<file path="src/rtl/cnn_conv_mac_seq.sv">
// Conv1D MAC sequencer: holds a KERNEL_LEN-tap sample window and coefficient bank, and
// time-multiplexes one external signed multiplier across the taps to produce each output.
module cnn_conv_mac_seq #(
  parameter int unsigned KERNEL_LEN = 12,
  parameter int unsigned DATA_W     = 18,
  parameter int unsigned PROD_W     = 28,
  parameter int unsigned ACC_W      = 32
) (
  input  logic              ap_clk,
  input  logic              ap_rst,
  input  logic              ap_start,
  output logic              ap_idle,
  output logic              ap_done,
  input  logic [15:0]       n_out,
  input  logic [DATA_W-1:0] bias,
  input  logic              coef_we,
  input  logic [3:0]        coef_addr,
  input  logic [DATA_W-1:0] coef_din,
  input  logic [DATA_W-1:0] x_tdata,
  input  logic              x_tvalid,
  output logic              x_tready,
  output logic [DATA_W-1:0] mul_a,
  output logic [DATA_W-1:0] mul_b,
  input  logic [PROD_W-1:0] mul_p,
  output logic [ACC_W-1:0]  y_tdata,
  output logic              y_tvalid,
  input  logic              y_tready
);

  localparam int unsigned KW = (KERNEL_LEN > 1) ? $clog2(KERNEL_LEN) : 1;
  localparam logic [KW-1:0] KLast    = KW'(KERNEL_LEN - 1);
  localparam logic [KW-1:0] FillLast = KW'(KERNEL_LEN - 2);
  localparam logic [4:0]    KLen5    = 5'(KERNEL_LEN);

  typedef enum logic [2:0] {StIdle, StFill, StWaitX, StMac, StAcc, StOut} state_e;

  state_e            r_state, w_state_next;
  logic [DATA_W-1:0] r_win  [KERNEL_LEN];
  logic [DATA_W-1:0] r_coef [KERNEL_LEN];
  logic [DATA_W-1:0] r_bias;
  logic [15:0]       r_n_out;
  logic [15:0]       r_out_cnt;
  logic [KW-1:0]     r_fill;
  logic [KW-1:0]     r_k;
  logic [PROD_W-1:0] r_p;
  logic [ACC_W-1:0]  r_acc;
  logic              r_done;

  logic             w_x_fire;
  logic             w_y_fire;
  logic             w_last_out;
  logic [ACC_W-1:0] w_p_ext;
  logic [ACC_W-1:0] w_bias_ext;

  assign w_x_fire   = x_tready & x_tvalid;
  assign w_y_fire   = y_tvalid & y_tready;
  assign w_last_out = (r_out_cnt + 16'd1) == r_n_out;
  assign w_p_ext    = {{(ACC_W-PROD_W){r_p[PROD_W-1]}}, r_p};
  assign w_bias_ext = {{(ACC_W-DATA_W){r_bias[DATA_W-1]}}, r_bias};
  assign ap_done    = r_done;

  always_ff @(posedge ap_clk) begin
    if (ap_rst) begin
      r_state <= StIdle;
    end else begin
      r_state <= w_state_next;
    end
  end

  always_comb begin
    w_state_next = r_state;
    ap_idle      = 1'b0;
    x_tready     = 1'b0;
    y_tvalid     = 1'b0;
    y_tdata      = '0;
    mul_a        = '0;
    mul_b        = '0;
    unique case (r_state)
      StIdle: begin
        ap_idle = 1'b1;
        if (ap_start) w_state_next = StFill;
      end
      StFill: begin
        x_tready = 1'b1;
        if (x_tvalid && (r_fill == FillLast)) w_state_next = StWaitX;
      end
      StWaitX: begin
        x_tready = 1'b1;
        if (x_tvalid) w_state_next = StMac;
      end
      StMac: begin
        mul_a = r_win[r_k];
        mul_b = r_coef[r_k];
        if (r_k == KLast) w_state_next = StAcc;
      end
      StAcc: w_state_next = StOut;
      StOut: begin
        y_tvalid = 1'b1;
        y_tdata  = r_acc;
        if (y_tready) w_state_next = w_last_out ? StIdle : StWaitX;
      end
      default: w_state_next = StIdle;
    endcase
  end

  // The multiplier product is registered, so each MAC cycle folds in the previous tap;
  // r_p is zeroed on the window-completing accept so tap 0 adds nothing stale.
  always_ff @(posedge ap_clk) begin
    if (ap_rst) begin
      for (int i = 0; i < int'(KERNEL_LEN); i++) begin
        r_win[i]  <= '0;
        r_coef[i] <= '0;
      end
      r_bias    <= '0;
      r_n_out   <= '0;
      r_out_cnt <= '0;
      r_fill    <= '0;
      r_k       <= '0;
      r_p       <= '0;
      r_acc     <= '0;
      r_done    <= 1'b0;
    end else begin
      r_done <= 1'b0;
      if (r_state == StIdle) begin
        if (coef_we && ({1'b0, coef_addr} < KLen5)) r_coef[coef_addr[KW-1:0]] <= coef_din;
        if (ap_start) begin
          r_n_out   <= (n_out == 16'd0) ? 16'd1 : n_out;
          r_bias    <= bias;
          r_fill    <= '0;
          r_out_cnt <= '0;
        end
      end
      if (w_x_fire) begin
        for (int i = int'(KERNEL_LEN) - 1; i > 0; i--) r_win[i] <= r_win[i-1];
        r_win[0] <= x_tdata;
      end
      if ((r_state == StFill) && w_x_fire) r_fill <= r_fill + KW'(1);
      if ((r_state == StWaitX) && w_x_fire) begin
        r_acc <= w_bias_ext;
        r_p   <= '0;
        r_k   <= '0;
      end
      if (r_state == StMac) begin
        r_acc <= r_acc + w_p_ext;
        r_p   <= mul_p;
        r_k   <= r_k + KW'(1);
      end
      if (r_state == StAcc) r_acc <= r_acc + w_p_ext;
      if ((r_state == StOut) && w_y_fire) begin
        r_out_cnt <= r_out_cnt + 16'd1;
        if (w_last_out) r_done <= 1'b1;
      end
    end
  end

endmodule
</file>
<file path="config.mk">
export PLATFORM = sky130hd
export DESIGN_NAME = cnn_conv_mac_seq
export DESIGN_NICKNAME = d
export VERILOG_FILES = /design/src/rtl/cnn_conv_mac_seq.sv
export SDC_FILE = /design/constraint.sdc
export NUM_CORES = 1
export LEC_CHECK = 0
export BUFFER_PORTS_ARGS = -buffer_cell sky130_fd_sc_hd__buf_2
export CAP_MARGIN = 5
export CORE_UTILIZATION = 65
export CTS_BUF_LIST = sky130_fd_sc_hd__clkbuf_4 sky130_fd_sc_hd__clkbuf_8
export CTS_CLUSTER_DIAMETER = 30
export DETAILED_ROUTE_END_ITERATION = 16
export GPL_TIMING_DRIVEN = 0
export PLACE_DENSITY = 0.84
export SYNTH_ARGS = -nofsm -noshare
export SYNTH_HDL_FRONTEND = slang
export SYNTH_SLANG_ARGS = --single-unit
</file>
<file path="constraint.sdc">
create_clock -name ap_clk -period 22.9 [get_ports ap_clk]
set_input_delay 3.435 -clock ap_clk [delete_from_list [all_inputs] [get_ports ap_clk]]
set_output_delay 3.435 -clock ap_clk [all_outputs]
set_load 0.02 [all_outputs]
</file>
==> results of run 1 <==
## flip-flops by register name, summed over array words and instances (netlist names), named ones only
name	cells
ap_done	1
r_acc	32
r_bias	18
r_coef	288
r_fill	4
r_k	4
r_n_out	16
r_out_cnt	16
r_p	28
r_state	3
r_win	216
## power groups by stage
stage | Sequential [W] | Combinational [W] | Clock [W]
CTS | 0.00149 | 0.000535 | 0.00126
global placement | 0.00153 | 0.000503 | 0
global route | 0.00150 | 0.000585 | 0.00131
floorplan | 0.00150 | 0.000375 | 0
finish | 0.00149 | 0.000539 | 0.00125
detailed placement | 0.00151 | 0.000531 | 0
## cells in the final DEF, fill, tap and decap left out, types with 17 or more instances in the layout
master,instances
sky130_fd_sc_hd__and2_1,456
sky130_fd_sc_hd__ha_1,35
sky130_fd_sc_hd__nor2_1,137
sky130_fd_sc_hd__buf_2,199
sky130_fd_sc_hd__mux4_2,144
sky130_fd_sc_hd__bufinv_16,17
sky130_fd_sc_hd__and3_1,43
sky130_fd_sc_hd__edfxtp_1,504
sky130_fd_sc_hd__clkbuf_4,38
sky130_fd_sc_hd__conb_1,72
sky130_fd_sc_hd__xor2_1,21
sky130_fd_sc_hd__nand3_1,20
sky130_fd_sc_hd__dfxtp_1,126
sky130_fd_sc_hd__nand2_1,111
sky130_fd_sc_hd__a21o_1,21
sky130_fd_sc_hd__clkbuf_1,132
sky130_fd_sc_hd__a22oi_1,34
sky130_fd_sc_hd__a21oi_1,116
sky130_fd_sc_hd__mux2i_1,20
sky130_fd_sc_hd__o21ai_0,44
sky130_fd_sc_hd__xnor2_1,31
sky130_fd_sc_hd__clkbuf_8,129
sky130_fd_sc_hd__nor3_1,20
## cells by family (layout without fill, tap and decap cells)
kind of cell / count (synthesis) / after routing / share of synthesized area
AO/OA/AOI/OAI: 278 / 278 / 0.0607
XOR/XNOR: 52 / 52 / 0.0156
adder cells (fa/ha/maj): 36 / 36 / 0.0157
buffers and inverters: 169 / 568 / 0.0226
flip-flops: 630 / 630 / 0.604
multiplexers: 165 / 165 / 0.118
other: 1 / 74 / 0.000128
AND/OR/NAND/NOR: 861 / 861 / 0.163
## cell type report
type / count / share of cell area
multi-input combinational: 1464 / 0.329
sequential: 630 / 0.520
clock inverter: 50 / 0.0207
tap: 592 / 0.0218
inverter: 12 / 0.00133
timing repair buffer: 182 / 0.0286
antenna: 2 / 0.000147
buffer: 157 / 0.0181
clock buffer: 167 / 0.0607
## layer usage
layer  GRT usage  part of all wire  vias up  wire [µm]
li1            -                 -     8756          -
met5           0           0.00027        -         19
met2       0.506              0.50      920      34700
met4       0.113             0.026        2       1800
met1       0.404              0.40     9869      27400
met3      0.0552             0.075      153       5190
## worst max-delay path, stage by stage (launching register included)
cell                       delay (ps)
sky130_fd_sc_hd__dfxtp_1          310
sky130_fd_sc_hd__clkbuf_1         400
sky130_fd_sc_hd__clkbuf_1         650
sky130_fd_sc_hd__clkbuf_1         600
sky130_fd_sc_hd__mux4_2           430
sky130_fd_sc_hd__mux2i_1          180
sky130_fd_sc_hd__nor2_1           110
sky130_fd_sc_hd__a21oi_1          170
sky130_fd_sc_hd__nor2_1            60
sky130_fd_sc_hd__buf_2            190
## final timing paths
| kind | endpoint | slack (ps) |
|---|---|---|
| worst max-delay path | mul_a[1] | 15660 |
| worst min-delay path | r_bias[12] | 460 |
| worst max register to register | r_coef[4][13] | 19450 |
| worst min register to register | r_bias[12] | 460 |
## metrics by stage
step / area (µm²) / instances / worst slack, ps
global placement: 31100 / 3033 / 10800
detailed placement: 31200 / 3036 / 16450
floorplan: 29500 / 2263 / 13130
finish: 34000 / 3256 / 15660
CTS: 34000 / 3253 / 15650
global route: 34000 / 3255 / 15440
==> results.txt, run 1 <==
----------------------------------------------------
[Worst setup path]
  Maximum fanout along the worst path ... 10
  Kind of critical path ... reg -> out
  Crit start category ... register
  Arrival time worst endpoint ... about 3800 ps
  Reg2Reg Launch Point ... r_state[1]
  Worst setup EP type ... output pin
  Count of cells along the worst register-to-register path ... 7
  Data required time of the critical path ... just under 20000 ps

[Layout]
  Area of the multi-input gates ... 11200 µm²
  Final Util ... 0.767
  Sequential Area ... approximately 18000 µm²
  Layout fillers ... roughly 2600
  Ratio of cells with drive above 1 in the final layout ... 0.223
  Count of nets after finishing ... roughly 2700
  Area added between synthesis and finish ... 16.3%

[Yosys]
  Leading cell type by number of instances after synthesis ... sky130_fd_sc_hd__edfxtp_1
  Sequential area share after synthesis ... 0.604
  FF+latch count, synth ... 630
  Average size of a mapped cell ... ~13 µm²
  Total of warnings raised by yosys ... 0
  Top_reg_cell synth ... sky130_fd_sc_hd__edfxtp_1
  Async S/R FF share, synth ... 0
  Leading area contributor after synthesis ... sky130_fd_sc_hd__edfxtp_1
  Share of the synthesized area in the top cell type ... 0.518
  Cells after synthesis ... approximately 2200
  Synth Cell Area ... a little under 30000 µm²
  Ranking of synthesized cells by instance count ... 504 x sky130_fd_sc_hd__edfxtp_1, 456 x sky130_fd_sc_hd__and2_1, 144 x sky130_fd_sc_hd__mux4_2, 137 x sky130_fd_sc_hd__nor2_1, 132 x sky130_fd_sc_hd__clkbuf_1
  Cell types with the largest area share after synthesis ... sky130_fd_sc_hd__edfxtp_1 52%, sky130_fd_sc_hd__mux4_2 11%, sky130_fd_sc_hd__and2_1 9.8%, sky130_fd_sc_hd__dfxtp_1 8.6%, sky130_fd_sc_hd__a21oi_1 2.0%
  Count of distinct cell types in the synthesized netlist ... 70
  EDFF count, synth ... between 500 and 600

[Clock network]
  Number of instances resized during post-cts repair ... 0
  Buffers inserted during post-CTS setup optimization ... 0
  Worst-Skew Late Latency ... approximately 710 ps
  Clock tree from TritonCTS ... done
  Root Driver ... sky130_fd_sc_hd__clkbuf_8
  Maximum buffer depth of the clock tree ... 3
  Maximum level of the CTS H-tree ... 3
  Total clock buffers created by CTS ... between 100 and 150
  CTS Sinks ... 630
  Post-CTS clock slew at the launch and capture registers of the worst setup and hold paths ... 50 ps
  Cts-stage hold buffer count ... 0

[STA]
  Time the worst path needs with I/O delays and setup ... between 7000 and 8000 ps
  Setup repair after global routing missed its margin ... no
  Worst Skew ... approximately 29 ps
  Final max-slew violation count ... 0
  Rel. slew slack ... 0.111
  Hold slack ... between 400 and 500 ps
  Final Hold Viols ... 0
  Fmax ... approximately 140 MHz
  Final-report setup violation count ... 0
  Crit share post-route ... 0.316
  Total Neg Setup Slack ... 0 ps
  Worst slew pin tran ... 1320 ps

[Hold path]
  HP Start ... r_bias[12]
  Cells on Worst Hold Path ... 2
  Tightest Hold Check Type ... reg -> reg

[Detailed routing]
  DRC violations left ... 0
  Number of DRC markers in iteration 0 ... just under 2000
  DR vias ... roughly 20000
  DRT Wirelength ... roughly 69000 µm
  Final routed wire length divided by cell count ... approximately 21 µm
  Antenna violation net count after detailed routing ... 0
  Vias per inst ... slightly above 6
  Router iterations before antenna repair ... 6

[Die]
  Number of placed I/O pins ... between 150 and 200
  Starting density of the core ... 0.659
  Area of the core ... 44300 µm²
  Width of the die ... 214 µm
  Die Footprint ... approximately 46000 µm²
  Die extent in y ... 214 µm
  Number of cell rows ... 77

[Global routing]
  Remaining global-route overflow ... 0
  Global-route wire length before repair ... between 100000 and 150000 µm
  Pin count of the biggest net entering global routing ... about 80
  Global-route total usage across every layer ... 0.304
  Number of antenna violations at the first check in global routing ... 3
  Vias in the first global route ... roughly 20000

[Placement]
  Placed wire-length estimate ... 48000 µm
  Port Buf Inserts ... 178
  Global placement routability congestion ... 0.929

[Power]
  Maximum resistive drop on vdd ... 0.0563 mV
  Switch Pwr ... between 0.0008 and 0.0009 W
  Areal power density over the cells ... 96.6 nW/µm²
  Switching share of power ... 0.272
  Internal power ... roughly 0.0024 W
  PnR Total Power ... between 0.003 and 0.004 W
  Part of the power in the clock network ... 0.381
  Logic gate share of total power ... 0.164
  Seq pwr share ... 0.454
  Standby leakage power ... 13.2 nW

[Run]
  Number of violations of the max-capacitance limit ... 0

[Status]
  Status ... complete, no violations

----------------------------------------------------
No activity file was read; power rests on OpenSTA's default activity.
==> inputs of run 2 (changes only) <==
--- a/config.mk
+++ b/config.mk
@@ -7,12 +7,12 @@
 export LEC_CHECK = 0
 export BUFFER_PORTS_ARGS = -buffer_cell sky130_fd_sc_hd__buf_2
 export CAP_MARGIN = 5
-export CORE_UTILIZATION = 65
+export CORE_UTILIZATION = 63
 export CTS_BUF_LIST = sky130_fd_sc_hd__clkbuf_4 sky130_fd_sc_hd__clkbuf_8
 export CTS_CLUSTER_DIAMETER = 30
 export DETAILED_ROUTE_END_ITERATION = 16
 export GPL_TIMING_DRIVEN = 0
-export PLACE_DENSITY = 0.84
+export PLACE_DENSITY = 0.82
 export SYNTH_ARGS = -nofsm -noshare
 export SYNTH_HDL_FRONTEND = slang
 export SYNTH_SLANG_ARGS = --single-unit
==> constraint.sdc (replaced) <==
create_clock -name ap_clk -period 7.2 [get_ports ap_clk]
set_input_delay 1.08 -clock ap_clk [delete_from_list [all_inputs] [get_ports ap_clk]]
set_output_delay 1.08 -clock ap_clk [all_outputs]
set_load 0.02 [all_outputs]
==> run 2 against run 1 <==
Non-clock buffer count decreased by 1. Global-route usage shrank 0.42 points. Largest power group unchanged. Worst hold slack better by 9.8 ps. Combinational power grew to 3.2 times the previous value. Routed wire length fell by 0.28%. Via count fell by 1.0%. Critical endpoint is now mul_a[4]. Largest cell class unchanged. Die area up 3.1%. Final cell count grew 0.68%.
==> results.txt, run 2 (synthesized netlist as in run 1, its figures left out) <==
----------------------------------------------------
[STA]
  Hold slack ... 467 ps
  Rel. slew slack ... 0.0970
  Least setup slack across all paths after layout ... 2270 ps
  Total Neg Setup Slack ... 0 ps
  Final-report setup violation count ... 0
  Final Hold Viols ... 0
  Worst Skew ... 38.0 ps
  Time the worst path needs with I/O delays and setup ... 4930 ps
  Final max-slew violation count ... 0
  Crit share post-route ... 0.684
  Setup repair after global routing missed its margin ... no
  Fmax ... between 200 and 250 MHz
  Worst slew pin tran ... about 1300 ps

[Detailed routing]
  DRT Wirelength ... approximately 69000 µm
  Router iterations before antenna repair ... 5
  Final routed wire length divided by cell count ... about 21 µm
  Vias per inst ... around 6
  Number of DRC markers in iteration 0 ... 2021
  Antenna violation net count after detailed routing ... 0
  DRC violations left ... 0
  DR vias ... 19497

[Global routing]
  Global-route total usage across every layer ... 0.300
  Global-route wire length before repair ... ~110000 µm
  Number of antenna violations at the first check in global routing ... 2
  Remaining global-route overflow ... 0
  Pin count of the biggest net entering global routing ... between 70 and 80
  Vias in the first global route ... 19872

[Placement]
  Post-DP Area ... around 31000 µm²
  Global placement routability congestion ... between 0.9 and 1
  Port Buf Inserts ... 178
  Placed wire-length estimate ... approximately 48000 µm
  DP Worst Slack ... slightly above 3000 ps

[Clock network]
  Total clock buffers created by CTS ... 130
  Clock tree from TritonCTS ... done
  Root Driver ... sky130_fd_sc_hd__clkbuf_8
  Worst-Skew Late Latency ... just under 800 ps
  CTS Sinks ... 630
  Number of instances resized during post-cts repair ... 0
  Post-CTS clock slew at the launch and capture registers of the worst setup and hold paths ... approximately 60 ps
  Cts-stage hold buffer count ... 0
  Buffers inserted during post-CTS setup optimization ... 0
  Maximum buffer depth of the clock tree ... 3
  Maximum level of the CTS H-tree ... 4

[Die]
  Width of the die ... 217 µm
  Number of placed I/O pins ... 180
  Die Footprint ... between 40000 and 50000 µm²
  Number of cell rows ... 78
  Area of the core ... 45600 µm²
  Starting density of the core ... 0.641
  Die extent in y ... roughly 220 µm

[Layout]
  Area added between synthesis and finish ... 16.8%
  Final Util ... 0.749
  Sequential Area ... between 15000 and 20000 µm²
  Ratio of cells with drive above 1 in the final layout ... 0.225
  Area of the multi-input gates ... between 10000 and 15000 µm²
  Commonest non-fill, non-tap cell in the layout ... sky130_fd_sc_hd__edfxtp_1
  Max reg flops ... approximately 290
  Count of nets after finishing ... 2720
  Largest registers ... r_coef (288), r_win (216), r_acc (32)
  Total non-filler cell area in the finished layout ... 34100 µm²
  Layout fillers ... 2844
  Most flops, register ... r_coef
  Commonest non-fill, non-tap cells in the layout ... 504 x sky130_fd_sc_hd__edfxtp_1, 456 x sky130_fd_sc_hd__and2_1, 199 x sky130_fd_sc_hd__buf_2, 144 x sky130_fd_sc_hd__mux4_2

[Worst setup path]
  Reg2reg setup slack ... 3720 ps
  Reg2Reg Launch Point ... r_state[2]
  Arrival time worst endpoint ... 3850 ps
  Count of cells along the worst register-to-register path ... 7
  Critical register-to-register path endpoint ... r_coef[8][0]
  Data required time of the critical path ... between 6000 and 7000 ps
  Kind of critical path ... reg -> out
  Maximum fanout along the worst path ... 10
  Worst setup EP type ... output pin
  Crit start category ... register

[Run]
  Number of violations of the max-capacitance limit ... 0

[Hold path]
  HP Start ... r_bias[9]
  Tightest Hold Check Type ... reg -> reg
  Worst Hold Path EP ... r_bias[9]
  Cells on Worst Hold Path ... 2

[Status]
  Status ... complete, no violations

[Power]
  Areal power density over the cells ... around 310 nW/µm²
  Maximum resistive drop on vdd ... roughly 0.19 mV
  Standby leakage power ... between 10 and 15 nW

----------------------------------------------------
## run 2: cell types whose count changed in the layout (fill, tap and decap cells not counted), sizes merged
cell      previous run  this run
clkinvlp             6         8
bufinv              17        18
diode                2         3
inv                 14        17
clkinv              25        36
clkbuf             300       296
## run 2: how the worst max path moves through the flow
stage / slack [ps] / start / end / depth (start not counted)
6_report: 2270 / register / mul_a[4] / 9
5_1_grt: 2030 / register / mul_a[3] / 9
4_1_cts: 2270 / register / mul_a[4] / 9
3_5_place_dp: 3090 / register / mul_a[3] / 9
3_3_place_gp: 720 / ap_rst / r_win[10][11] / 3
2_1_floorplan: 2320 / ap_rst / r_win[0][0] / 3
## run 2: where the power goes
part,switching (W),internal [W],leakage (nW)
Combinational,0.00106,0.000641,5.51
Clock,0.00159,0.00256,1.50
Sequential,0.000243,0.00450,6.23
Total,0.00290,0.00770,13.2
## run 2: metal layers
| layer | track usage | wire, µm | vias to the layer above |
|---|---|---|---|
| li1 | - | - | 8797 |
| met1 | 0.398 | 27900 | 9722 |
| met2 | 0.486 | 33900 | 838 |
| met3 | 0.0692 | 5400 | 140 |
| met4 | 0.115 | 1710 | 0 |
| met5 | 0 | 0 | - |
## run 2: critical path, cell delays in order (launching register included)
cell,delay (ps)
sky130_fd_sc_hd__dfxtp_1,300
sky130_fd_sc_hd__clkbuf_1,360
sky130_fd_sc_hd__clkbuf_1,680
sky130_fd_sc_hd__clkbuf_1,600
sky130_fd_sc_hd__mux4_2,420
sky130_fd_sc_hd__mux2i_1,250
sky130_fd_sc_hd__nor2_1,110
sky130_fd_sc_hd__a21oi_1,150
sky130_fd_sc_hd__nor2_1,50
sky130_fd_sc_hd__buf_2,180
## run 2: final cells by class
type	count	share of cell area
Sequential cell	630	0.517
Multi-Input combinational cell	1464	0.327
Clock buffer	164	0.0612
Timing Repair Buffer	181	0.0283
Clock inverter	67	0.0241
Tap cell	600	0.0220
Buffer	157	0.0180
Inverter	12	0.00132
Antenna cell	3	0.000220
## run 2: stage by stage
| stage | cells | total power [W] |
|---|---|---|
| after global routing | 3276 | 0.0110 |
| after CTS | 3275 | 0.0106 |
| after global placement | 3041 | 0.00641 |
| final | 3278 | 0.0106 |
| after floorplan | 2263 | 0.00591 |
| after detailed placement | 3044 | 0.00648 |
